===== config.mk =====
export PLATFORM = sky130hd
export DESIGN_NAME = serial_pattern_tx_flat
export DESIGN_NICKNAME = d
export VERILOG_FILES = /design/src/rtl/serial_pattern_tx_pkg.sv /design/src/rtl/serial_pattern_tx_if.sv /design/src/rtl/serial_pattern_tx_run_model.sv /design/src/rtl/serial_pattern_tx.sv /design/src/flat_wrapper.sv
export SDC_FILE = /design/constraint.sdc
export NUM_CORES = 1
export LEC_CHECK = 0
export CAP_MARGIN = 15
export CORE_MARGIN = 4
export CORE_UTILIZATION = 43
export DETAILED_ROUTE_END_ITERATION = 10
export HOLD_SLACK_MARGIN = 0.02
export PLACE_DENSITY = 0.67
export SYNTH_ARGS = -nofsm -noshare
export SYNTH_HDL_FRONTEND = slang
export SYNTH_SLANG_ARGS = --single-unit

===== constraint.sdc =====
create_clock -name clk -period 3.3 [get_ports clk]
set_input_delay 0.33 -clock clk [delete_from_list [all_inputs] [get_ports clk]]
set_output_delay 0.33 -clock clk [all_outputs]
set_load 0.005 [all_outputs]

===== src/rtl/serial_pattern_tx_pkg.sv =====
// Shared definitions for the serial w-line transmitter and detector benches.
// State encodings are exposed as localparams so detector benches can decode them.
package serial_pattern_tx_pkg;

    localparam logic [1:0] ST_IDLE   = 2'd0;
    localparam logic [1:0] ST_SHIFT  = 2'd1;
    localparam logic [1:0] ST_PARITY = 2'd2;
    localparam logic [1:0] ST_DONE   = 2'd3;

    typedef enum logic [1:0] {
        StIdle   = ST_IDLE,
        StShift  = ST_SHIFT,
        StParity = ST_PARITY,
        StDone   = ST_DONE
    } state_t;

endpackage


===== src/rtl/serial_pattern_tx_if.sv =====
// Load handshake plus serial w-line bundle for serial_pattern_tx.
// master drives patterns in; slave is the transmitter.
interface serial_pattern_tx_if #(
    parameter int unsigned WIDTH = 8
);
    logic             load_valid;
    logic [WIDTH-1:0] load_data;
    logic             load_ready;
    logic             w;
    logic             w_valid;
    logic             busy;
    logic             done;
    logic             exp_z;

    modport master (
        output load_valid, load_data,
        input  load_ready, w, w_valid, busy, done, exp_z
    );

    modport slave (
        input  load_valid, load_data,
        output load_ready, w, w_valid, busy, done, exp_z
    );
endinterface


===== src/rtl/serial_pattern_tx_run_model.sv =====
// Golden model of a two-equal-bits run detector: exp_z is high in cycle t when the bits
// sent in t-1 and t-2 both belong to the current frame and are equal.
module serial_pattern_tx_run_model (
    input  logic clk,
    input  logic reset,
    input  logic w,
    input  logic w_valid,
    input  logic clear,
    output logic exp_z
);
    logic prev_q;
    logic prev_valid_q;
    logic exp_z_q;

    always_ff @(posedge clk or negedge reset) begin
        if (!reset) begin
            prev_q       <= 1'b0;
            prev_valid_q <= 1'b0;
            exp_z_q      <= 1'b0;
        end else if (clear) begin
            prev_q       <= 1'b0;
            prev_valid_q <= 1'b0;
            exp_z_q      <= 1'b0;
        end else begin
            prev_q       <= w;
            prev_valid_q <= w_valid;
            exp_z_q      <= w_valid && prev_valid_q && (w == prev_q);
        end
    end

    assign exp_z = exp_z_q;
endmodule


===== src/rtl/serial_pattern_tx.sv =====
// Serial pattern transmitter: shifts a WIDTH-bit pattern MSB-first on w, then pulses done.
// Define PARITY_BIT_EN to append an even-parity bit after the last data bit.
module serial_pattern_tx
    import serial_pattern_tx_pkg::*;
#(
    parameter int unsigned WIDTH = 8,
    parameter int unsigned CNT_W = 4
) (
    input logic               clk,
    input logic               reset,
    serial_pattern_tx_if.slave bus
);
    state_t           state_q;
    logic [WIDTH-1:0] shreg_q;
    logic [CNT_W-1:0] count_q;
    logic             w_q;
    logic             w_valid_q;
    logic             done_q;
    logic             ready_q;
`ifdef PARITY_BIT_EN
    logic             parity_q;
`endif

    always_ff @(posedge clk or negedge reset) begin
        if (!reset) begin
            state_q   <= StIdle;
            shreg_q   <= '0;
            count_q   <= '0;
            w_q       <= 1'b0;
            w_valid_q <= 1'b0;
            done_q    <= 1'b0;
            ready_q   <= 1'b1;
`ifdef PARITY_BIT_EN
            parity_q  <= 1'b0;
`endif
        end else begin
            done_q <= 1'b0;
            unique case (state_q)
                StIdle: begin
                    if (bus.load_valid && ready_q) begin
                        // First bit goes out directly; the register holds the remainder.
                        state_q   <= StShift;
                        w_q       <= bus.load_data[WIDTH-1];
                        w_valid_q <= 1'b1;
                        shreg_q   <= bus.load_data << 1;
                        count_q   <= '0;
                        ready_q   <= 1'b0;
`ifdef PARITY_BIT_EN
                        parity_q  <= ^bus.load_data;
`endif
                    end
                end
                StShift: begin
                    if (count_q == CNT_W'(WIDTH - 1)) begin
`ifdef PARITY_BIT_EN
                        state_q   <= StParity;
                        w_q       <= parity_q;
`else
                        state_q   <= StDone;
                        w_q       <= 1'b0;
                        w_valid_q <= 1'b0;
                        done_q    <= 1'b1;
`endif
                    end else begin
                        w_q     <= shreg_q[WIDTH-1];
                        shreg_q <= shreg_q << 1;
                        count_q <= count_q + CNT_W'(1);
                    end
                end
`ifdef PARITY_BIT_EN
                StParity: begin
                    state_q   <= StDone;
                    w_q       <= 1'b0;
                    w_valid_q <= 1'b0;
                    done_q    <= 1'b1;
                end
`endif
                StDone: begin
                    state_q <= StIdle;
                    count_q <= '0;
                    ready_q <= 1'b1;
                end
                default: begin
                    state_q   <= StIdle;
                    w_q       <= 1'b0;
                    w_valid_q <= 1'b0;
                    ready_q   <= 1'b1;
                end
            endcase
        end
    end

    assign bus.load_ready = ready_q;
    assign bus.w          = w_q;
    assign bus.w_valid    = w_valid_q;
    assign bus.busy       = (state_q != StIdle);
    assign bus.done       = done_q;

    serial_pattern_tx_run_model u_run_model (
        .clk     (clk),
        .reset   (reset),
        .w       (w_q),
        .w_valid (w_valid_q),
        .clear   (state_q == StIdle),
        .exp_z   (bus.exp_z)
    );
endmodule


===== src/flat_wrapper.sv =====
// flat-port wrapper written by rule: the top's interface ports become plain ports
module serial_pattern_tx_flat import serial_pattern_tx_pkg::*;
#(
    parameter int unsigned WIDTH = 8,
    parameter int unsigned CNT_W = 4
)
  (clk, reset, bus_load_valid, bus_load_data, bus_load_ready, bus_w, bus_w_valid, bus_busy, bus_done, bus_exp_z);
  serial_pattern_tx_if #(.WIDTH(WIDTH)) bus_i ();
  input logic clk;
  input logic reset;
  input wire logic [$bits(bus_i.load_valid)-1:0] bus_load_valid;
  input wire logic [$bits(bus_i.load_data)-1:0] bus_load_data;
  output wire logic [$bits(bus_i.load_ready)-1:0] bus_load_ready;
  output wire logic [$bits(bus_i.w)-1:0] bus_w;
  output wire logic [$bits(bus_i.w_valid)-1:0] bus_w_valid;
  output wire logic [$bits(bus_i.busy)-1:0] bus_busy;
  output wire logic [$bits(bus_i.done)-1:0] bus_done;
  output wire logic [$bits(bus_i.exp_z)-1:0] bus_exp_z;
  assign bus_i.load_valid = bus_load_valid;
  assign bus_i.load_data = bus_load_data;
  assign bus_load_ready = bus_i.load_ready;
  assign bus_w = bus_i.w;
  assign bus_w_valid = bus_i.w_valid;
  assign bus_busy = bus_i.busy;
  assign bus_done = bus_i.done;
  assign bus_exp_z = bus_i.exp_z;
  serial_pattern_tx #(.WIDTH(WIDTH), .CNT_W(CNT_W)) u_core (.clk(clk), .reset(reset), .bus(bus_i));
endmodule

==> results by group, run 1 <==
Outcome
  – Outcome: completed

STA
  – Max-slew violation count: 0
  – Min Tclk post-route: between 2 and 2.5 ns
  – Setup tns final: 0 ns
  – Relative slew slack: 0.409
  – Worst Skew: around 0.0046 ns
  – Slew @ Worst Pin: 0.883 ns
  – Period utilization: 0.629
  – WHS: 0.512 ns
  – RSZ-0062 raised after global routing: no
  – Final setup viols: 0
  – Final Hold Fails: 0
  – Fmax: 482 MHz

Logic synthesis
  – Synthesized area: 946 um2
  – EDFF count, synth: 0
  – Synth Instances: 83
  – Yosys cell types: 31
  – Flops & latches, synth: 20
  – Syn avg cell area: 11.4 um2
  – Sequential element share of the synthesized area: 0.530
  – Async SR Flop Fraction: 1.00
  – Ys Warns: 0
  – Syn_nets: 95
  – Post-synth top flop: dfrtp_1

Worst hold path
  – Hold crit path type: reg2reg
  – Worst Hold Path Cells: 1
  – Hold Startpoint: u_core.u_run_model.prev_valid_q
  – Hold Path Sink: u_core.u_run_model.exp_z

Placement
  – Dpl cell area: ~1100 um2
  – DP Wirelength: 1330 um
  – Routability-driven placement congestion ratio: between 0.7 and 0.8
  – Buffers on Ports: 16

Clock tree
  – Clock-pin transition on the worst setup and hold timing paths: 0.11 ns
  – Total setup buffers inserted after CTS: 0
  – Skew-Pair Late Insertion Delay: 0.30 ns
  – Post-CTS Hold Fix Bufs: 0
  – CTS tree: yes
  – Clk sinks: 20
  – CTS Root Cell: clkbuf_4
  – H-tree levels: 1
  – Max clock buf depth: 2
  – Post-CTS Resized: 0
  – TritonCTS buffer count: 3

Power and ir drop
  – Pwr Total: 973 uW
  – P per Cell Area: roughly 830 nW/um2
  – VDD IR-drop max: about 0.00042 V
  – Pleak: 0.000517 uW

Cells and area
  – Fill cell count: 179
  – Syn-to-layout area delta: 23.4%
  – Final net count: 114
  – Antenna cells: 0
  – Final instance area: approximately 1200 um2
  – Most common cell after layout, fill and taps aside: dfrtp_1
  – Commonest non-fill, non-tap cells in the layout: dfrtp_1, clkdlybuf4s50_1, nand2_1, o221a_1, nor2_1
  – Share of cells above drive strength 1: 0.0891
  – Utilization after layout: 0.577

Detailed routing
  – Routed wire per std cell: between 10 and 15 um
  – Vias after detailed routing: slightly below 700
  – Drt via density: 5.34
  – 1st-pass router iterations: 4
  – Drt drc: 0
  – Initial DRC Count: 7
  – WL final: 1830 um
  – ANT nets after route: 0

Worst setup path
  – R2r setup slk: 1.75 ns
  – Buffers & Inverters on Critical Path: 1
  – R2R depth: 3
  – Worst EP required: 2.97 ns
  – Reg-to-reg critical path endpoint: u_core.shreg_q[4]
  – Arrival time worst endpoint: 1.74 ns
  – CP Max Fanout: 17
  – Critical path, cell by cell: or2_2 -> clkdlybuf4s50_1
  – CP max stage delay: between 0.5 and 0.6 ns
  – Critical Path Start Type: register
  – Critical Path End Type: output pin
  – Delay-heaviest family, CP: flip-flops
  – WS Path Type: reg2out
  – R2R Path Start: u_core.state_q[0]
  – Slowest CP cell: dfrtp_1

Global routing
  – Antenna violations before repair: 0
  – First-pass GRT wire length: around 3000 um
  – Grt ovf: 0
  – Gr usage total: 0.141
  – Vias in the first global route: ~700
  – Largest net degree at the start of global routing: 21

Die
  – Die W: ~55 um
  – IO Count: 17
  – Die area: approximately 3000 um2
  – Die Height: roughly 55 um
  – Core footprint: 2020 um2
  – FP Rows: 16
  – Initial Utilization: 0.468

Run
  – Max-Cap Viols: 0
layout make-up:
type / instances / area, um2 / share of cell area
Inverter: 3 / 11.3 / 0.00965
Timing Repair Buffer: 16 / 160 / 0.137
Multi-Input combinational cell: 58 / 424 / 0.363
Clock buffer: 4 / 36.3 / 0.0311
Tap cell: 27 / 33.8 / 0.0289
Sequential cell: 20 / 502 / 0.430
synthesized netlist by cell type, types with 2 or more instances:
master    number  area share
o21ai_0        2       0.011
mux2i_1        4       0.042
nand2_1        8       0.032
o221a_1        6       0.071
nor2_1         5       0.020
inv_1          3       0.012
o22ai_1        2       0.013
nand3_1        4       0.021
or2b_1         3       0.024
dfrtp_1       19        0.50
a21oi_1        2       0.011
nand2b_1       4       0.026
and2_1         3       0.020
cells by family (layout without fill, tap and decap cells):
family / after synthesis / after routing / share of synthesized area
buffers and inverters: 5 / 23 / 0.0212
muxes: 4 / 4 / 0.0423
adders and majority gates: 1 / 1 / 0.0132
DFF: 20 / 20 / 0.530
AOI/OAI and AO/OA: 18 / 18 / 0.169
and+or+nand+nor: 34 / 34 / 0.214
xor gates and xnor gates: 1 / 1 / 0.00926
registers in the layout, indices dropped and copies added, names as in the netlist:
signal,flops
u_core.bus.w,1
u_core.state_q,2
u_core.u_run_model.prev_q,1
u_core.u_run_model.exp_z,1
u_core.bus.done,1
u_core.count_q,4
u_core.bus.w_valid,1
u_core.u_run_model.prev_valid_q,1
u_core.bus.load_ready,1
u_core.shreg_q,7
how the worst max path moves through the flow:
| stage | from | endpoint | slack [ns] | cells after the start |
|---|---|---|---|---|
| global route | u_core.state_q[0] | bus_busy | 1.15 | 2 |
| CTS | u_core.state_q[0] | bus_busy | 1.23 | 2 |
| finish | u_core.state_q[0] | bus_busy | 1.23 | 2 |
| global placement | u_core.state_q[0] | bus_busy | 1.59 | 2 |
| detailed placement | u_core.state_q[0] | bus_busy | 1.58 | 2 |
| floorplan | u_core.count_q[0] | u_core.shreg_q[2] | 1.94 | 4 |
metal layers:
| metal | vias up | GRT usage | part of all wire |
|---|---|---|---|
| li1 | 341 | - | - |
| met1 | 330 | 0.172 | 0.47 |
| met2 | 10 | 0.232 | 0.48 |
| met3 | 2 | 0.0322 | 0.037 |
| met4 | 0 | 0.0729 | 0.0098 |
| met5 | - | 0 | 0 |
report_power, final:
part / internal (uW) / total [uW] / leakage [uW] / switching (uW)
clock: 67.2 / 141 / 0.0000210 / 73.6
combinational: 224 / 380 / 0.000250 / 156
sequential: 345 / 452 / 0.000246 / 107
total: 636 / 973 / 0.000517 / 337
per-stage QoR:
step	cells	worst slack [ns]
floorplan	83	1.94
global placement	124	1.59
detailed placement	124	1.58
CTS	128	1.23
global route	128	1.15
finish	128	1.23
No activity file was read; power rests on OpenSTA's default activity.
==> run 2, diff against run 1 <==
==> constraint.sdc (replaced) <==
create_clock -name clk -period 2 [get_ports clk]
set_input_delay 0.2 -clock clk [delete_from_list [all_inputs] [get_ports clk]]
set_output_delay 0.2 -clock clk [all_outputs]
set_load 0.005 [all_outputs]
==> results by group, run 2 (synthesis gave the netlist of run 1 again) <==
Placement
  – Routability-driven placement congestion ratio: 0.752
  – Post-Place Cells: 126
  – Buffers on Ports: 16
  – DP Wirelength: ~1400 um

Detailed routing
  – 1st-pass router iterations: 4
  – Drt drc: 0
  – Drt via density: 5.46
  – Initial DRC Count: 14
  – Routed wire per std cell: about 14 um
  – WL final: 1880 um
  – Vias after detailed routing: 710
  – ANT nets after route: 0

STA
  – Fmax: 574 MHz
  – Worst Skew: ~0.0075 ns
  – Final setup viols: 0
  – Max-slew violation count: 0
  – Setup tns final: 0 ns
  – Final Hold Fails: 0
  – Period utilization: 0.871
  – RSZ-0062 raised after global routing: no
  – Relative slew slack: 0.604
  – Min Tclk post-route: 1.74 ns
  – Slew @ Worst Pin: 0.592 ns
  – WHS: 0.265 ns

Cells and area
  – Fin cells: 130
  – Most common cell after layout, fill and taps aside: dfrtp_1
  – Final net count: around 120
  – Share of cells above drive strength 1: 0.0971
  – Utilization after layout: 0.580
  – Antenna cells: 0
  – Commonest non-fill, non-tap cells in the layout: dfrtp_1, clkdlybuf4s50_1, nand2_1, o221a_1, nor2_1
  – Largest regs: u_core.shreg_q: 7 flops, u_core.count_q: 4 flops, u_core.state_q: 2 flops
  – Largest reg by FF count: u_core.shreg_q
  – Max FFs per register: 7
  – Syn-to-layout area delta: 23.9%

Worst setup path
  – R2R depth: 4
  – Worst EP required: about 1.8 ns
  – Worst Setup SP: u_core.state_q[1]
  – Slowest CP cell: dfrtp_1
  – CP Max Fanout: 8
  – R2R Path Start: u_core.count_q[0]
  – Crit path to: bus_busy
  – Critical Path Start Type: register
  – WS Path Type: reg2out
  – Critical path, cell by cell: or2_2 -> clkdlybuf4s50_1
  – Arrival time worst endpoint: 1.54 ns
  – Reg-to-reg critical path endpoint: u_core.shreg_q[3]
  – CP max stage delay: 0.46 ns
  – Critical Path End Type: output pin
  – R2r setup slk: ~0.44 ns

Power and ir drop
  – Register share of total power: 0.452
  – Pleak: ~0.00052 uW
  – Sw frac: 0.352
  – Logic pwr share: 0.427
  – Internal power: 1030 uW
  – P per Cell Area: about 1400 nW/um2
  – Clock power frac: 0.121
  – Psw: 558 uW
  – VDD IR-drop max: 0.000823 V

Die
  – Die Height: 54.9 um
  – IO Count: 17
  – FP Rows: 16
  – Core footprint: 2020 um2
  – Initial Utilization: 0.468
  – Die area: about 3000 um2
  – Die W: 54.9 um

Clock tree
  – CTS Root Cell: clkbuf_4
  – H-tree levels: 1
  – Post-CTS Hold Fix Bufs: 0
  – Skew-Pair Late Insertion Delay: 0.30 ns
  – TritonCTS buffer count: 3
  – CTS tree: yes
  – Clock-pin transition on the worst setup and hold timing paths: 0.11 ns
  – Post-CTS Resized: 0
  – Max clock buf depth: 2
  – Total setup buffers inserted after CTS: 0
  – Clk sinks: 20

Global routing
  – First-pass GRT wire length: around 3200 um
  – Antenna violations before repair: 0
  – Largest net degree at the start of global routing: 14
  – Vias in the first global route: 726
  – Gr usage total: 0.152
  – Grt ovf: 0

Outcome
  – Outcome: completed

Worst hold path
  – Hold crit path type: in2async

Run
  – Max-Cap Viols: 0
run 2: cell count changes in the layout (fill, tap and decap cells not counted), sizes merged:
cell / previous run / this run
buf: 0 / 2
run 2: critical path, delay by kind of cell (launching register included):
kind	cells	cell delay (ns)
buffers and inverters	1	0.45
DFF	1	0.46
and+or+nand+nor	1	0.33
run 2: cell type report:
type | count | area (um2)
fill | 184 | 850
sequential | 20 | 502
multi-input combinational | 58 | 424
timing repair buffer | 18 | 175
tap | 27 | 33.8
clock buffer | 4 | 26.3
inverter | 3 | 11.3
run 2: metal layers:
metal / share of wire / vias to the layer above / global-route usage
met5: 0 / - / 0
li1: - / 344 / -
met3: 0.055 / 4 / 0.0563
met2: 0.49 / 16 / 0.246
met1: 0.44 / 346 / 0.186
met4: 0.0080 / 0 / 0.0486
run 2: how the worst min path moves through the flow:
stage / endpoint / start / cells after the start
floorplan: u_core.bus.done / reset / 0
global placement: u_core.u_run_model.exp_z / u_core.u_run_model.prev_valid_q / 1
detailed placement: u_core.u_run_model.exp_z / u_core.u_run_model.prev_valid_q / 1
CTS: u_core.shreg_q[1] / reset / 1
global route: u_core.shreg_q[1] / reset / 1
finish: u_core.shreg_q[1] / reset / 1
run 2: metrics by stage:
stage | area, um2 | worst slack (ns) | power (uW)
after floorplan | 946 | 0.638 | 1180
after global placement | 1150 | 0.465 | 1370
after detailed placement | 1150 | 0.411 | 1410
after CTS | 1170 | 0.243 | 1600
after global routing | 1170 | 0.167 | 1720
final | 1170 | 0.258 | 1590
run 2: power groups by stage:
stage | clock, uW | sequential [uW] | combinational [uW]
5_1_grt | 216 | 741 | 766
4_1_cts | 199 | 718 | 687
3_5_place_dp | 0 | 727 | 687
2_1_floorplan | 0 | 682 | 499
3_3_place_gp | 0 | 715 | 656
6_report | 192 | 717 | 677
==> run 3, diff against run 2 <==
--- a/config.mk
+++ b/config.mk
@@ -8,6 +8,7 @@
 export CAP_MARGIN = 15
 export CORE_MARGIN = 4
 export CORE_UTILIZATION = 43
+export CTS_CLUSTER_DIAMETER = 50
 export DETAILED_ROUTE_END_ITERATION = 10
 export HOLD_SLACK_MARGIN = 0.02
 export PLACE_DENSITY = 0.67
==> results of run 3 <==
Final layout, timing and power as in run 2 (identical DEF).
